`config.mk`:
```
export PLATFORM = sky130hd
export DESIGN_NAME = decode_stage
export DESIGN_NICKNAME = d
export VERILOG_FILES = /design/src/rtl/decode_stage.sv
export SDC_FILE = /design/constraint.sdc
export NUM_CORES = 1
export LEC_CHECK = 0
export CORE_MARGIN = 5
export CORE_UTILIZATION = 39
export DETAILED_ROUTE_END_ITERATION = 10
export PLACE_DENSITY = 0.76
export SYNTH_ARGS = -nofsm -noshare
export SYNTH_HDL_FRONTEND = slang
export SYNTH_SLANG_ARGS = --single-unit
```
`constraint.sdc`:
```
create_clock -name clk -period 1.96 [get_ports clk]
set_input_delay 0.49 -clock clk [delete_from_list [all_inputs] [get_ports clk]]
set_output_delay 0.49 -clock clk [all_outputs]
set_load 0.1 [all_outputs]
```
`src/rtl/decode_stage.sv`:
```
// RV32I/RV64I (+ optional M) instruction decoder with a handshaked ID/EX output register.
// One instruction per cycle when execute keeps up; stalls hold the bundle, flush and rst clear it.
module decode_stage #(
    parameter int XLEN    = 32,
    parameter bit EN_MEXT = 1'b1
) (
    input  logic            clk,
    input  logic            rst,
    input  logic            in_valid,
    output logic            in_ready,
    input  logic [31:0]     inst,
    input  logic [XLEN-1:0] pc,
    input  logic            flush,
    output logic            out_valid,
    input  logic            out_ready,
    output logic [XLEN-1:0] out_pc,
    output logic [4:0]      alu_op,
    output logic            alu_src0_sel,
    output logic            alu_src1_sel,
    output logic [4:0]      rf_ra0,
    output logic [4:0]      rf_ra1,
    output logic [4:0]      rf_wa,
    output logic            rs1_used,
    output logic            rs2_used,
    output logic            rf_we,
    output logic [1:0]      rf_wd_sel,
    output logic [3:0]      dmem_access,
    output logic            dmem_we,
    output logic [3:0]      br_type,
    output logic [XLEN-1:0] imm,
    output logic            illegal
);
    localparam bit RV64 = (XLEN == 64);

    localparam logic [6:0] OPC_LUI    = 7'b0110111;
    localparam logic [6:0] OPC_AUIPC  = 7'b0010111;
    localparam logic [6:0] OPC_JAL    = 7'b1101111;
    localparam logic [6:0] OPC_JALR   = 7'b1100111;
    localparam logic [6:0] OPC_BRANCH = 7'b1100011;
    localparam logic [6:0] OPC_LOAD   = 7'b0000011;
    localparam logic [6:0] OPC_STORE  = 7'b0100011;
    localparam logic [6:0] OPC_OPIMM  = 7'b0010011;
    localparam logic [6:0] OPC_OP     = 7'b0110011;

    localparam logic [4:0] ALU_ADD  = 5'b00000;
    localparam logic [4:0] ALU_SUB  = 5'b00001;
    localparam logic [4:0] ALU_AND  = 5'b00010;
    localparam logic [4:0] ALU_OR   = 5'b00011;
    localparam logic [4:0] ALU_XOR  = 5'b00100;
    localparam logic [4:0] ALU_SLL  = 5'b00101;
    localparam logic [4:0] ALU_SRL  = 5'b00110;
    localparam logic [4:0] ALU_SRA  = 5'b00111;
    localparam logic [4:0] ALU_SLT  = 5'b01000;
    localparam logic [4:0] ALU_SLTU = 5'b01001;
    localparam logic [4:0] ALU_LUI  = 5'b01010;

    typedef struct packed {
        logic [4:0]      alu_op;
        logic            alu_src0_sel;
        logic            alu_src1_sel;
        logic [4:0]      rf_ra0;
        logic [4:0]      rf_ra1;
        logic [4:0]      rf_wa;
        logic            rs1_used;
        logic            rs2_used;
        logic            rf_we;
        logic [1:0]      rf_wd_sel;
        logic [3:0]      dmem_access;
        logic            dmem_we;
        logic [3:0]      br_type;
        logic [XLEN-1:0] imm;
        logic            illegal;
    } bundle_t;

    function automatic bundle_t nop_bundle();
        bundle_t b;
        b           = '0;
        b.br_type   = 4'b1111;
        b.rf_wd_sel = 2'b01;
        return b;
    endfunction

    function automatic logic [XLEN-1:0] sext32(input logic signed [31:0] v);
        logic signed [XLEN-1:0] r;
        r = XLEN'(v);
        return r;
    endfunction

    // funct3 -> ALU op shared by OP and OP-IMM (arithmetic-shift selection handled by caller)
    function automatic logic [4:0] alu_base(input logic [2:0] f3);
        case (f3)
            3'b000:  return ALU_ADD;
            3'b001:  return ALU_SLL;
            3'b010:  return ALU_SLT;
            3'b011:  return ALU_SLTU;
            3'b100:  return ALU_XOR;
            3'b101:  return ALU_SRL;
            3'b110:  return ALU_OR;
            default: return ALU_AND;
        endcase
    endfunction

    logic [6:0] opcode, funct7;
    logic [2:0] funct3;
    logic [4:0] rs1, rs2, rd;
    logic [5:0] shamt;
    logic       shift_upper_zero, shift_upper_sra;
    logic signed [31:0] imm_i, imm_s, imm_b, imm_u, imm_j;

    assign opcode = inst[6:0];
    assign rd     = inst[11:7];
    assign funct3 = inst[14:12];
    assign rs1    = inst[19:15];
    assign rs2    = inst[24:20];
    assign funct7 = inst[31:25];

    assign imm_i = {{20{inst[31]}}, inst[31:20]};
    assign imm_s = {{20{inst[31]}}, inst[31:25], inst[11:7]};
    assign imm_b = {{20{inst[31]}}, inst[7], inst[30:25], inst[11:8], 1'b0};
    assign imm_u = {inst[31:12], 12'b0};
    assign imm_j = {{12{inst[31]}}, inst[19:12], inst[20], inst[30:21], 1'b0};

    // shamt is one bit wider on RV64, so the "must be zero" upper field is one bit narrower
    assign shamt            = RV64 ? inst[25:20] : {1'b0, inst[24:20]};
    assign shift_upper_zero = RV64 ? (inst[31:26] == 6'b0) : (inst[31:25] == 7'b0);
    assign shift_upper_sra  = RV64 ? (inst[31:26] == 6'b010000) : (inst[31:25] == 7'b0100000);

    bundle_t dec_p0, bundle_p1;
    logic    ill_p0;
    logic    vld_p1;
    logic [XLEN-1:0] pc_p1;

    // Stage p0: combinational decode of the presented instruction
    always_comb begin
        dec_p0 = nop_bundle();
        ill_p0 = 1'b0;
        case (opcode)
            OPC_LUI: begin
                dec_p0.alu_op = ALU_LUI;  dec_p0.alu_src1_sel = 1'b1;
                dec_p0.rf_we  = 1'b1;     dec_p0.rf_wa = rd;  dec_p0.imm = sext32(imm_u);
            end
            OPC_AUIPC: begin
                dec_p0.alu_src0_sel = 1'b1;  dec_p0.alu_src1_sel = 1'b1;
                dec_p0.rf_we = 1'b1;  dec_p0.rf_wa = rd;  dec_p0.imm = sext32(imm_u);
            end
            OPC_JAL: begin
                dec_p0.alu_src0_sel = 1'b1;  dec_p0.alu_src1_sel = 1'b1;
                dec_p0.rf_we = 1'b1;  dec_p0.rf_wa = rd;  dec_p0.rf_wd_sel = 2'b00;
                dec_p0.br_type = 4'b1100;  dec_p0.imm = sext32(imm_j);
            end
            OPC_JALR: begin
                dec_p0.rs1_used = 1'b1;  dec_p0.rf_ra0 = rs1;  dec_p0.alu_src1_sel = 1'b1;
                dec_p0.rf_we = 1'b1;  dec_p0.rf_wa = rd;  dec_p0.rf_wd_sel = 2'b00;
                dec_p0.br_type = 4'b1000;  dec_p0.imm = sext32(imm_i);
                ill_p0 = (funct3 != 3'b000);
            end
            OPC_BRANCH: begin
                dec_p0.rs1_used = 1'b1;  dec_p0.rf_ra0 = rs1;
                dec_p0.rs2_used = 1'b1;  dec_p0.rf_ra1 = rs2;
                dec_p0.alu_src0_sel = 1'b1;  dec_p0.alu_src1_sel = 1'b1;
                dec_p0.br_type = {1'b0, funct3};  dec_p0.imm = sext32(imm_b);
                ill_p0 = (funct3 == 3'b010) || (funct3 == 3'b011);
            end
            OPC_LOAD: begin
                dec_p0.rs1_used = 1'b1;  dec_p0.rf_ra0 = rs1;  dec_p0.alu_src1_sel = 1'b1;
                dec_p0.rf_we = 1'b1;  dec_p0.rf_wa = rd;  dec_p0.rf_wd_sel = 2'b10;
                dec_p0.imm = sext32(imm_i);
                case (funct3)
                    3'b000:  dec_p0.dmem_access = 4'b0100;
                    3'b001:  dec_p0.dmem_access = 4'b0101;
                    3'b010:  dec_p0.dmem_access = 4'b0110;
                    3'b100:  dec_p0.dmem_access = 4'b0000;
                    3'b101:  dec_p0.dmem_access = 4'b0001;
                    3'b110:  begin dec_p0.dmem_access = 4'b0010; ill_p0 = !RV64; end
                    3'b011:  begin dec_p0.dmem_access = 4'b0111; ill_p0 = !RV64; end
                    default: ill_p0 = 1'b1;
                endcase
            end
            OPC_STORE: begin
                dec_p0.rs1_used = 1'b1;  dec_p0.rf_ra0 = rs1;
                dec_p0.rs2_used = 1'b1;  dec_p0.rf_ra1 = rs2;
                dec_p0.alu_src1_sel = 1'b1;  dec_p0.imm = sext32(imm_s);
                dec_p0.dmem_access = {1'b1, funct3};  dec_p0.dmem_we = 1'b1;
                ill_p0 = RV64 ? funct3[2] : (funct3 > 3'b010);
            end
            OPC_OPIMM: begin
                dec_p0.rs1_used = 1'b1;  dec_p0.rf_ra0 = rs1;  dec_p0.alu_src1_sel = 1'b1;
                dec_p0.rf_we = 1'b1;  dec_p0.rf_wa = rd;
                dec_p0.alu_op = alu_base(funct3);  dec_p0.imm = sext32(imm_i);
                if (funct3 == 3'b001) begin
                    dec_p0.imm = XLEN'(shamt);
                    ill_p0     = !shift_upper_zero;
                end else if (funct3 == 3'b101) begin
                    dec_p0.imm = XLEN'(shamt);
                    if (shift_upper_sra) dec_p0.alu_op = ALU_SRA;
                    ill_p0 = !(shift_upper_zero || shift_upper_sra);
                end
            end
            OPC_OP: begin
                dec_p0.rs1_used = 1'b1;  dec_p0.rf_ra0 = rs1;
                dec_p0.rs2_used = 1'b1;  dec_p0.rf_ra1 = rs2;
                dec_p0.rf_we = 1'b1;  dec_p0.rf_wa = rd;
                case (funct7)
                    7'b0000000: dec_p0.alu_op = alu_base(funct3);
                    7'b0100000: begin
                        if (funct3 == 3'b000)      dec_p0.alu_op = ALU_SUB;
                        else if (funct3 == 3'b101) dec_p0.alu_op = ALU_SRA;
                        else                       ill_p0 = 1'b1;
                    end
                    7'b0000001: begin
                        dec_p0.alu_op = {2'b10, funct3};
                        ill_p0 = !EN_MEXT;
                    end
                    default: ill_p0 = 1'b1;
                endcase
            end
            default: ill_p0 = 1'b1;
        endcase
        if (ill_p0) begin
            dec_p0         = nop_bundle();
            dec_p0.illegal = 1'b1;
        end
    end

    assign in_ready = !vld_p1 || out_ready;

    // Stage p1: ID/EX register
    always_ff @(posedge clk) begin
        if (rst || flush) begin
            vld_p1    <= 1'b0;
            bundle_p1 <= nop_bundle();
            pc_p1     <= '0;
        end else if (in_ready) begin
            vld_p1 <= in_valid;
            if (in_valid) begin
                bundle_p1 <= dec_p0;
                pc_p1     <= pc;
            end
        end
    end

    assign out_valid    = vld_p1;
    assign out_pc       = pc_p1;
    assign alu_op       = bundle_p1.alu_op;
    assign alu_src0_sel = bundle_p1.alu_src0_sel;
    assign alu_src1_sel = bundle_p1.alu_src1_sel;
    assign rf_ra0       = bundle_p1.rf_ra0;
    assign rf_ra1       = bundle_p1.rf_ra1;
    assign rf_wa        = bundle_p1.rf_wa;
    assign rs1_used     = bundle_p1.rs1_used;
    assign rs2_used     = bundle_p1.rs2_used;
    assign rf_we        = bundle_p1.rf_we;
    assign rf_wd_sel    = bundle_p1.rf_wd_sel;
    assign dmem_access  = bundle_p1.dmem_access;
    assign dmem_we      = bundle_p1.dmem_we;
    assign br_type      = bundle_p1.br_type;
    assign imm          = bundle_p1.imm;
    assign illegal      = bundle_p1.illegal;

endmodule

```
==> impl_results.md <==
* TritonRoute pass-1 iters at 6
* Die width at 115.0 um
* Worst Skew at 0.005147 ns
* Fmax at 0.5250 GHz
* Synth Register Bits at 101
* Pre-CTS setup slack at -0.7248 ns
* Net Sw Frac at 27.54%
* Post-Place Cell Area at 7766 um2
* Crit end category: flip-flop
* Period minus WS final at 1.905 ns
* H-tree levels at 3
* Post-synth top area share at 47.05%
* Yosys synthesis warning count at 0
* Finished layout cell area at 8137 um2
* DR iter-0 viols at 240
* Total gr overflow at 0
* Pint at 3.202 mW
* Routed len/inst at 17.38 um
* Initial antenna violation count at 0
* Worst-Margin Slew at 0.4804 ns
* Gate power share at 19.2%
* Vias in the first global route at 4874
* Outcome: completed
* Clock Tree Root: clkbuf_8
* Vias per std cell at 5.231
* Top cells by count, synth: 115 x nand2_1, 101 x dfxtp_1, 65 x a21oi_1
* Area leader, netlist: dfxtp_1
* Final setup margin at 0.05524 ns
* Fraction of layout cells with a size suffix above 1 at 36.51%
* Synth top area cells: dfxtp_1 47%, nand2_1 10%, a21oi_1 7.6%
* Slew Limit Headroom at 67.97%
* CTS buffer count at 9
* Final ANT Viol Nets at 0
* Via count at 4687
* Clk sink count at 101
* Clock Path Buffers at 2
* Core footprint at 10840 um2
* Full die area at 13220 um2
* Critical path type: primary input to flip-flop
* Clk slew on worst S/H paths at 0.09 ns
* Max IR drop VDD at 368.3 uV
* Buffers on Ports at 171
* Most numerous cell in the Yosys netlist: nand2_1
* Clock latency on the worst-skew pair at 0.37 ns
* CTS tree: built
* Max-cap violations at 0
* Setup-failing EPs final at 0
* First-pass GRT wire length at 24520 um
* Power Density at 543.1 nW/um2
* Cell Area, Synth at 4298 um2
* Setup TNS at 0 ns
* Post-synth top flop: dfxtp_1
* I/O pins at 172
* CP Launch Type: primary input
* Register area share after synthesis at 47.05%
* Worst-path maximum fanout at 4
* Syn Nets at 583
* Initial Util at 39.65%
* Post-DP HPWL at 12320 um
* Ys async rst share at 0%
* Clock power frac at 33.2%
* Mapped Cells at 514
* Post-Syn Area per Cell at 8.362 um2
* Net Switching at 1.217 mW
* Die height at 115.0 um
* Final worst path period share at 97.18%
* Hold/Removal Path Class: primary input to flip-flop
* Hold Vio Cnt, Final at 0
* DR DRC count at 0
* End-of-flow core utilization at 75.06%
* Synth cell types at 55
* Row cnt at 38
* Part of the power in registers at 47.6%
* Total Wirelength at 15570 um
* RD Place Congestion at 0.9407
* Post-cts hold buffer count at 0
* Crit path required time at 2.24 ns
* Critical path arrival at 2.19 ns
* Max-slew violations at 0
* Total track usage at 23.50%
* Largest net degree at the start of global routing at 46
* Nets at 820
* Area Growth Syn to Fin at 89.32%
* ANT cells at 0
* Number of synthesized flops with an enable pin at 0
* Leak at 3.148 nW
* Hold slack at 0.4928 ns
==> path summary, 6_finish.rpt <==
path / from / endpoint / slack (ns) / depth (start not counted)
hold reg to reg: imm[24] / imm[24] / 0.50 / 2
hold / removal: inst[28] / imm[8] / 0.49 / 3
setup / recovery: inst[29] / alu_op[1] / 0.06 / 7
setup reg to reg: out_valid / imm[28] / 0.39 / 6
==> logic make-up (layout without fill, tap and decap cells) <==
group	Yosys count	after routing	share of synthesized area (%)
flip-flops	101	101	47.05
buffers and inverters	40	282	4.280
XOR/XNOR	1	1	0.2038
multiplexers	1	1	0.2329
AO/OA/AOI/OAI	171	171	26.70
AND/OR/NAND/NOR	200	200	21.54
==> through the flow <==
step	std cells	power, mW
after floorplan	514	2.540
after global placement	874	2.959
after detailed placement	874	2.975
after CTS	894	4.437
after global routing	896	4.591
final	896	4.419
==> state kept, by name (all words and copies together), names as in the netlist, 2 cells and up <==
signal and flops:
alu_op 5, br_type 4, dmem_access 4, imm 32
out_pc 32, rf_ra0 5, rf_ra1 5, rf_wa 5
rf_wd_sel 2
==> critical path: stages <==
cell and delay, ns:
clkdlybuf4s15_1 0.23, nor4_4 0.27, and2b_2 0.22, a211oi_4 0.07
or2_4 0.28, or3_4 0.39, a221oi_2 0.23
==> layer usage <==
layer	vias up	GRT usage (%)	part of all wire [%]
met5	-	0	0
met4	0	11.50	3.8
met3	44	3.632	5.0
met2	177	41.20	51
met1	2186	27.90	40
li1	2280	-	-
==> power by group through the flow <==
stage / Combinational, mW / Clock [mW] / Sequential, mW
after floorplan: 0.217 / 0 / 2.32
after global placement: 0.810 / 0 / 2.15
final: 0.849 / 1.47 / 2.10
after global routing: 0.893 / 1.59 / 2.11
after detailed placement: 0.823 / 0 / 2.15
after CTS: 0.835 / 1.50 / 2.10
==> layout make-up <==
type / count / area (um2)
clock buffers: 11 / 141.4
clock inverters: 5 / 82.58
fillers: 757 / 2704
inverters: 3 / 11.26
multi-input cells: 373 / 2255
flip-flops and latches: 101 / 2026
well taps: 140 / 175.2
repair buffers: 263 / 3446
==> what timing repair did <==
item	4_1_cts	5_1_grt
hold endpoints to repair	0	0
buffers inserted	4	2
resized for setup	51	21
pin swaps	12	8
setup endpoints to repair	66	34
==> cell usage in the layout, fill, tap and decap left out, types with 5 or more instances in the layout <==
cell type / instances
a21oi_1: 63
a22o_1: 21
a22oi_1: 9
buf_12: 106
buf_4: 83
buf_6: 6
clkbuf_8: 10
clkdlybuf4s50_1: 51
dfxtp_1: 100
dlygate4sd2_1: 7
nand2_1: 115
nand2b_1: 5
nor2_1: 29
o21ai_0: 22
o21ai_2: 20
(Power assumes the default switching activity.)
